--- src/rtl/dpram_fifo_ctrl.sv ---
// FIFO controller for the simple dual-port RAM: owns the pointers, occupancy and
// flags, and drives the RAM write/read ports from a push/pop client interface.
module dpram_fifo_ctrl #(
   parameter int DATA_WIDTH = 4,
   parameter int ADDR_WIDTH = 4
) (
   input  logic                  clk,
   input  logic                  reset,
   input  logic                  wr_en,
   input  logic [DATA_WIDTH-1:0] wr_data,
   input  logic                  rd_en,
   output logic [DATA_WIDTH-1:0] rd_data,
   output logic                  rd_valid,
   output logic                  full,
   output logic                  empty,
   output logic [ADDR_WIDTH:0]   count,
   output logic                  overflow,
   output logic                  underflow,
   output logic                  ram_we,
   output logic [ADDR_WIDTH-1:0] ram_waddr,
   output logic [DATA_WIDTH-1:0] ram_din,
   output logic                  ram_re,
   output logic [ADDR_WIDTH-1:0] ram_raddr,
   input  logic [DATA_WIDTH-1:0] ram_dout
);

   localparam int PW = ADDR_WIDTH + 1;
   localparam logic [PW-1:0] PTR_ONE = {{ADDR_WIDTH{1'b0}}, 1'b1};

   // Client handshake: a push is taken on any edge where wr_en=1 and full=0, a pop
   // on any edge where rd_en=1 and empty=0; requests seen while blocked are dropped
   // (never held) and flagged in the sticky overflow/underflow bits. Popped data
   // appears on rd_data in the cycle after acceptance, qualified by rd_valid.

   logic [PW-1:0] wptr;
   logic [PW-1:0] rptr;
   logic          push_ok;
   logic          pop_ok;

   // Pointer MSBs are wrap bits: equal low bits mean full or empty, decided by MSBs.
   assign empty = (wptr == rptr);
   assign full  = (wptr[ADDR_WIDTH] != rptr[ADDR_WIDTH]) &&
                  (wptr[ADDR_WIDTH-1:0] == rptr[ADDR_WIDTH-1:0]);
   assign count = wptr - rptr;

   assign push_ok = wr_en & ~full;
   assign pop_ok  = rd_en & ~empty;

   assign ram_we    = push_ok;
   assign ram_waddr = wptr[ADDR_WIDTH-1:0];
   assign ram_din   = wr_data;
   assign ram_re    = pop_ok;
   assign ram_raddr = rptr[ADDR_WIDTH-1:0];

   assign rd_data = ram_dout;

   always_ff @(posedge clk) begin
      if (reset) begin
         wptr      <= '0;
         rptr      <= '0;
         rd_valid  <= 1'b0;
         overflow  <= 1'b0;
         underflow <= 1'b0;
      end else begin
         if (push_ok) begin
            wptr <= wptr + PTR_ONE;
         end
         if (pop_ok) begin
            rptr <= rptr + PTR_ONE;
         end
         rd_valid <= pop_ok;
         if (wr_en && full) begin
            overflow <= 1'b1;
         end
         if (rd_en && empty) begin
            underflow <= 1'b1;
         end
      end
   end

endmodule

--- config.mk ---
export PLATFORM = sky130hd
export DESIGN_NAME = dpram_fifo_ctrl
export DESIGN_NICKNAME = d
export VERILOG_FILES = /design/src/rtl/dpram_fifo_ctrl.sv
export SDC_FILE = /design/constraint.sdc
export NUM_CORES = 1
export LEC_CHECK = 0
export CAP_MARGIN = 20
export CORE_MARGIN = 3
export CORE_UTILIZATION = 40
export CTS_CLUSTER_DIAMETER = 150
export CTS_CLUSTER_SIZE = 14
export DETAILED_ROUTE_END_ITERATION = 8
export PLACE_DENSITY_LB_ADDON = 0.3
export SKIP_LAST_GASP = 1
export SLEW_MARGIN = 20
export SYNTH_ARGS = -nofsm -noshare
export SYNTH_HDL_FRONTEND = slang
export SYNTH_SLANG_ARGS = --single-unit
--- constraint.sdc ---
create_clock -name clk -period 1.9 [get_ports clk]
set_input_delay 0.19 -clock clk [delete_from_list [all_inputs] [get_ports clk]]
set_output_delay 0.19 -clock clk [all_outputs]
set_load 0.01 [all_outputs]
==> results of run 1 <==
kinds of logic after synthesis:
kind of cell / after synthesis
buffers and inverters: 25
xor gates and xnor gates: 11
muxes: 2
AOI/OAI and AO/OA: 16
and+or+nand+nor: 22
adders and majority gates: 7
DFF: 13
state kept, by name, indices dropped and copies added, names as in the netlist:
register and cells:
rptr 5, overflow 1, underflow 1, rd_valid 1, wptr 5
power groups by stage:
stage | Clock (uW) | Sequential, uW | Combinational (uW)
after detailed placement | 0 | 311 | 473
final | 172 | 313 | 491
after CTS | 183 | 304 | 468
after global placement | 0 | 309 | 465
after floorplan | 0 | 322 | 237
after global routing | 199 | 317 | 536
synth_stat cells (all sizes together), types with 2 or more instances:
library cell	n	share of area (%)
buf	16	15
o21ai	4	2.9
a21oi	9	5.4
a21o	2	1.8
inv	8	3.6
nor2	13	5.9
xor2	4	5.1
nand4	4	3.0
dfxtp	13	31
ha	6	9.1
mux2i	2	2.4
or3	2	1.5
xnor2	7	7.4
worst min path at each step:
stage / endpoint / cells past startpoint / startpoint / slack, ns
after floorplan: rptr[2] / 1 / reset / 0.26
after global placement: ram_din[0] / 0 / wr_data[0] / 0.38
after detailed placement: ram_din[0] / 0 / wr_data[0] / 0.38
after CTS: ram_din[0] / 0 / wr_data[0] / 0.38
after global routing: ram_din[3] / 0 / wr_data[3] / 0.38
final: ram_din[0] / 0 / wr_data[0] / 0.38
layout make-up:
cell class	instances	area, um^2	share of cell area (%)
Clock buffer	4	26.3	2.25
Inverter	8	30.0	2.58
Multi-Input combinational cell	58	458	39.3
Sequential cell	13	268	23.0
Tap cell	25	31.3	2.68
Timing Repair Buffer	41	353	30.3
timing repair:
action / 4_1_cts / 5_1_grt
setup endpoints to repair: 8 / 10
resized for setup: 19 / 19
pin swaps: 1 / 6
cloned: 0 / 0
buffers inserted: 1 / 0
hold buffers: 0 / 0
per-layer routing:
metal	wire length, um	global-route usage (%)
met5	0	0
met3	116	4.01
met2	925	29.9
met1	776	17.1
met4	75	11.8
stage by stage:
| step | power, uW | setup slack, ns |
|---|---|---|
| after floorplan | 558 | 0.244 |
| after global placement | 775 | -0.211 |
| after detailed placement | 784 | -0.281 |
| after CTS | 955 | -0.164 |
| after global routing | 1050 | -0.161 |
| final | 975 | -0.0765 |
==> out/summary.txt, run 1 <==
DRT Pass-1 Iters: 4
Clock Path Buffers: 2
mux contribution to synthesized area: 2.42%
hold crit path type: input port to primary output
Clock power frac: 17.6%
Nets: 144
sw power: 331 uW
flop-to-flop setup slack: 0.17 ns
top cell family by delay on the critical path: adder cells
Synth Area in Adders: 11.5%
Worst Setup Start Kind: flip-flop
Cells after DPL: 144
commonest non-fill, non-tap cell in the layout: buf_4
CP Max Fanout: 2
ys async rst share: 0%
status: complete, but fails checks
initial DRC count: 4
yosys warns: 0
CP max-delay cell: fa_2
design area: 0.00117 mm^2
# DRC: 0
crit-path cells: inv_2 > ha_4 > inv_2 > fa_2 > a21o_1 > a21oi_2 > xnor2_1 > buf_2
number of nets with antenna violations after routing: 0
cts bufs inserted: 3
Post-Route Utilization: 63.4%
Leak: 0.000496 uW
Die Wd: 51.5 um
Ports: 40
row count: 15
routed vias: 708
Core Box Area: 0.00184 mm^2
Logic pwr share: 50.3%
Worst Setup SP: wptr[0]
vias in the first global route: 742
library cells used by synthesis: 22
Die ar.: 0.00265 mm^2
Total GRT Usage: 16.8%
Critical Path RT: 1.71 ns
Pwr Density: 836 mW/mm^2
Simple-Gate Fraction of Synth Area: 12.5%
critical path's largest stage delay: 0.35 ns
most frequent CP cell: inv_2
Internal: 644 uW
Vias per Instance: 4.75
layout cell share with drive strength beyond 1: 36.3%
WS Path Type: flip-flop to primary output
Least-Margin Pin Slew: 0.486 ns
syn avg cell area: 8.63 um^2
syn nets: 115
H-tree levels: 1
Max-slew headroom: 67.5%
post-synthesis xor/xnor area fraction: 12.5%
Mapped Cells: 96
Final TNS setup: -0.0842 ns
largest family of logic cells by synthesized area: buffers and inverters
GRT overflow: 0
reg2reg start: rptr[2]
routed wire length: 1.89 mm
Cell Area, Placed: 0.00109 mm^2
most frequent cells in the layout: 17 x buf_4, 15 x clkdlybuf4s50_1, 11 x nor2_1
Initial Utilization: 45.0%
non-filler cells, final: 149
Die Y: 51.5 um
first-pass GRT wire length: 3.26 mm
final-report hold violation count: 0
WP buf/inv: 3
largest net degree at the start of global routing: 14
reg-to-reg endpoint: rptr[3]
Post-Syn Area: 828 um^2
register bit total from synthesis: 13
DP Wirelength: 1.43 mm
Critical Path Stages: 8
final worst path period share: 104%
minimum clock period: 1.98 ns
violated checks: negative setup slack
clock tree root driver cell: clkbuf_4
max-slew violations: 0
DR WL/cell: 12.7 um
Reg clk slew, reported paths: 0.07 ns
gpl congestion: 0.845
Post-synth EDFFs: 0
PortBufs: 23
CP endpoint kind: primary output
worst setup path end: count[4]
Layout area overhead: 40.8%
crit path DAT: 1.79 ns
final setup skew: 0.00215 ns
switching share of power: 34.0%
fmax: 0.506 GHz
RSZ-0062 raised after global routing: true
worst hold slack: 0.380 ns
clk_lat worst skew: 0.28 ns
Reg2Reg Depth: 8
Synth Area in Compound Gates: 11.0%
fillers: 158
ys flop type: dfxtp_1
initial antenna violation count: 0
endpoints failing setup: 3
antenna cells: 0
# Max-Cap Violations: 0
register share of total power: 32.1%
CTS tree: done
Final WS setup: -0.0765 ns
sequential fraction of the synthesis area: 31.4%
VDD IR-drop max: 483 uV
TritonCTS Sinks: 13
Power figures use the tool's default switching activity.
==> run 2, diff against run 1 <==
--- a/config.mk
+++ b/config.mk
@@ -7,11 +7,12 @@
 export LEC_CHECK = 0
 export CAP_MARGIN = 20
 export CORE_MARGIN = 3
-export CORE_UTILIZATION = 40
+export CORE_UTILIZATION = 25
 export CTS_CLUSTER_DIAMETER = 150
 export CTS_CLUSTER_SIZE = 14
 export DETAILED_ROUTE_END_ITERATION = 8
-export PLACE_DENSITY_LB_ADDON = 0.3
+export PLACE_DENSITY = 0.58
+export SETUP_SLACK_MARGIN = 0.02
 export SKIP_LAST_GASP = 1
 export SLEW_MARGIN = 20
 export SYNTH_ARGS = -nofsm -noshare
==> out/summary.txt, run 2 (same netlist as run 1, synthesis figures left out) <==
status: complete, but fails checks
largest net degree at the start of global routing: 14 (unchanged)
CP Max Fanout: 2 (unchanged)
hold crit path type: input port to primary output
design area: 0.00117 mm^2 (+0.43%)
Clock Path Buffers: 2 (unchanged)
PortBufs: 23 (unchanged)
violated checks: negative setup slack
cts bufs inserted: 3 (unchanged)
minimum clock period: 1.99 ns (+0.0136 ns)
initial antenna violation count: 0 (unchanged)
Die Wd: 63.6 um (+23%)
DRT Pass-1 Iters: 2 (-2)
RSZ-0062 raised after global routing: true
max-slew violations: 0 (unchanged)
Total GRT Usage: 9.15% (-7.6 points)
Max-slew headroom: 68.5% (+1.0 points)
Core Box Area: 0.00310 mm^2 (+69%)
Cell Area, Placed: 0.00112 mm^2 (+2.2%)
Leak: 0.000499 uW (+0.46%)
CP endpoint kind: primary output
initial DRC count: 3 (-1)
layout cell share with drive strength beyond 1: 29.8% (-6.5 points)
Nets: 144 (unchanged)
row count: 20 (+5)
# DRC: 0 (unchanged)
DP Wirelength: 1.46 mm (+2.1%)
CTS tree: done
gpl congestion: 0.766 (-9.3%)
Die ar.: 0.00404 mm^2 (+52%)
Least-Margin Pin Slew: 0.471 ns (-0.0155 ns)
Reg2Reg Depth: 8 (unchanged)
Critical Path RT: 1.71 ns (about the same)
non-filler cells, final: 168 (+13%)
final setup skew: 0.00419 ns (+0.00204 ns)
number of nets with antenna violations after routing: 0 (unchanged)
GRT overflow: 0 (unchanged)
clock tree root driver cell: clkbuf_4
most frequent CP cell: inv_2
# Max-Cap Violations: 0 (unchanged)
Final TNS setup: -0.0918 ns (-0.00755 ns)
TritonCTS Sinks: 13 (unchanged)
fmax: 0.502 GHz (-0.68%)
Pwr Density: 820 mW/mm^2 (-2.0%)
final-report hold violation count: 0 (unchanged)
endpoints failing setup: 2 (-1)
VDD IR-drop max: 449 uV (-6.9%)
routed wire length: 1.79 mm (-5.4%)
Cells after DPL: 163 (+13%)
cts hold-fix bufs: 0 (unchanged)
top flop regs: rptr: 5 flops, wptr: 5 flops
Initial Utilization: 26.7% (-18 points)
H-tree levels: 1 (unchanged)
final worst path period share: 105% (+0.72 points)
crit path DAT: 1.80 ns (about the same)
Post-Route Utilization: 37.7% (-26 points)
WS Path Type: flip-flop to primary output
routed vias: 701 (-0.99%)
DR WL/cell: 10.7 um (-16%)
vias in the first global route: 692 (-6.7%)
CP max-delay cell: fa_2
Final WS setup: -0.0901 ns (-0.0136 ns)
Worst Setup Start Kind: flip-flop
most frequent cells in the layout: 18 x buf_4, 14 x clkdlybuf4s50_1, 12 x nor2_1
Vias per Instance: 4.17 (-12%)
antenna cells: 0 (unchanged)
critical path's largest stage delay: 0.35 ns (about the same)
clk_lat worst skew: 0.28 ns (about the same)
hold path cells: 0 (unchanged)
commonest non-fill, non-tap cell in the layout: buf_4
fillers: 344 (+120%)
Die Y: 63.6 um (+23%)
Reg clk slew, reported paths: 0.08 ns (about the same)
first-pass GRT wire length: 2.93 mm (-10%)
Layout area overhead: 41.4%
Ports: 40 (unchanged)
crit-path cells: inv_2 > ha_4 > inv_2 > fa_2 > a21o_1 > a21oi_2 > xnor2_1 > buf_2
## run 2: cell count changes in the layout (fill, tap and decap cells not counted), sizes merged
cell,delta
buf,+2
clkbuf,-1
clkdlybuf4s15,-1
clkdlybuf4s50,-1
dlygate4sd2,+1
## run 2: final timing paths
kind / to / startpoint / slack, ns
setup / recovery: count[4] / wptr[0] / -0.09
hold / removal: ram_din[2] / wr_data[2] / 0.38
setup reg to reg: rptr[3] / rptr[2] / 0.18
hold reg to reg: overflow / overflow / 0.48
## run 2: worst max-delay path, delay by kind of cell (launching register included)
| kind | cells | cell delay, ns |
|---|---|---|
| compound gates | 2 | 0.34 |
| xor+xnor | 1 | 0.13 |
| fa+ha+maj | 2 | 0.47 |
| buf+inv | 3 | 0.25 |
| flops | 1 | 0.33 |
## run 2: per-stage QoR
stage / hold WS [ns] / setup slack [ns] / total power (uW)
after floorplan: 0.259 / 0.244 / 558
after global placement: 0.380 / -0.252 / 782
after detailed placement: 0.380 / -0.299 / 785
after CTS: 0.380 / -0.168 / 935
after global routing: 0.380 / -0.182 / 1020
final: 0.380 / -0.0901 / 960
## run 2: metal layers
metal | up-vias | share of wire [%] | wire length [um] | GRT usage [%]
li1 | 358 | - | - | -
met1 | 317 | 45 | 807 | 10.5
met2 | 22 | 47 | 845 | 15.4
met3 | 4 | 6.1 | 109 | 3.21
met4 | 0 | 1.7 | 31 | 3.50
met5 | - | 0 | 0 | 0
## run 2: final cells by class
class | instances | area [um^2] | area share (%)
well taps | 44 | 55.1 | 4.70
inverters | 8 | 30.0 | 2.56
repair buffers | 41 | 340 | 29.1
flip-flops and latches | 13 | 264 | 22.5
multi-input cells | 58 | 455 | 38.9
clock buffers | 4 | 26.3 | 2.24
## run 2: power breakdown
group          internal (uW)  total (uW)  switching, uW
combinational            253         474            221
clock                   81.4         174           92.9
sequential               296         311           15.5
## run 2: timing repair
item                                    in CTS  in global routing
pin swaps                                    1                  5
gates cloned                                 0                  0
setup buffers                                1                  0
endpoints found under the setup margin       9                  8
gates resized for setup                     20                 13
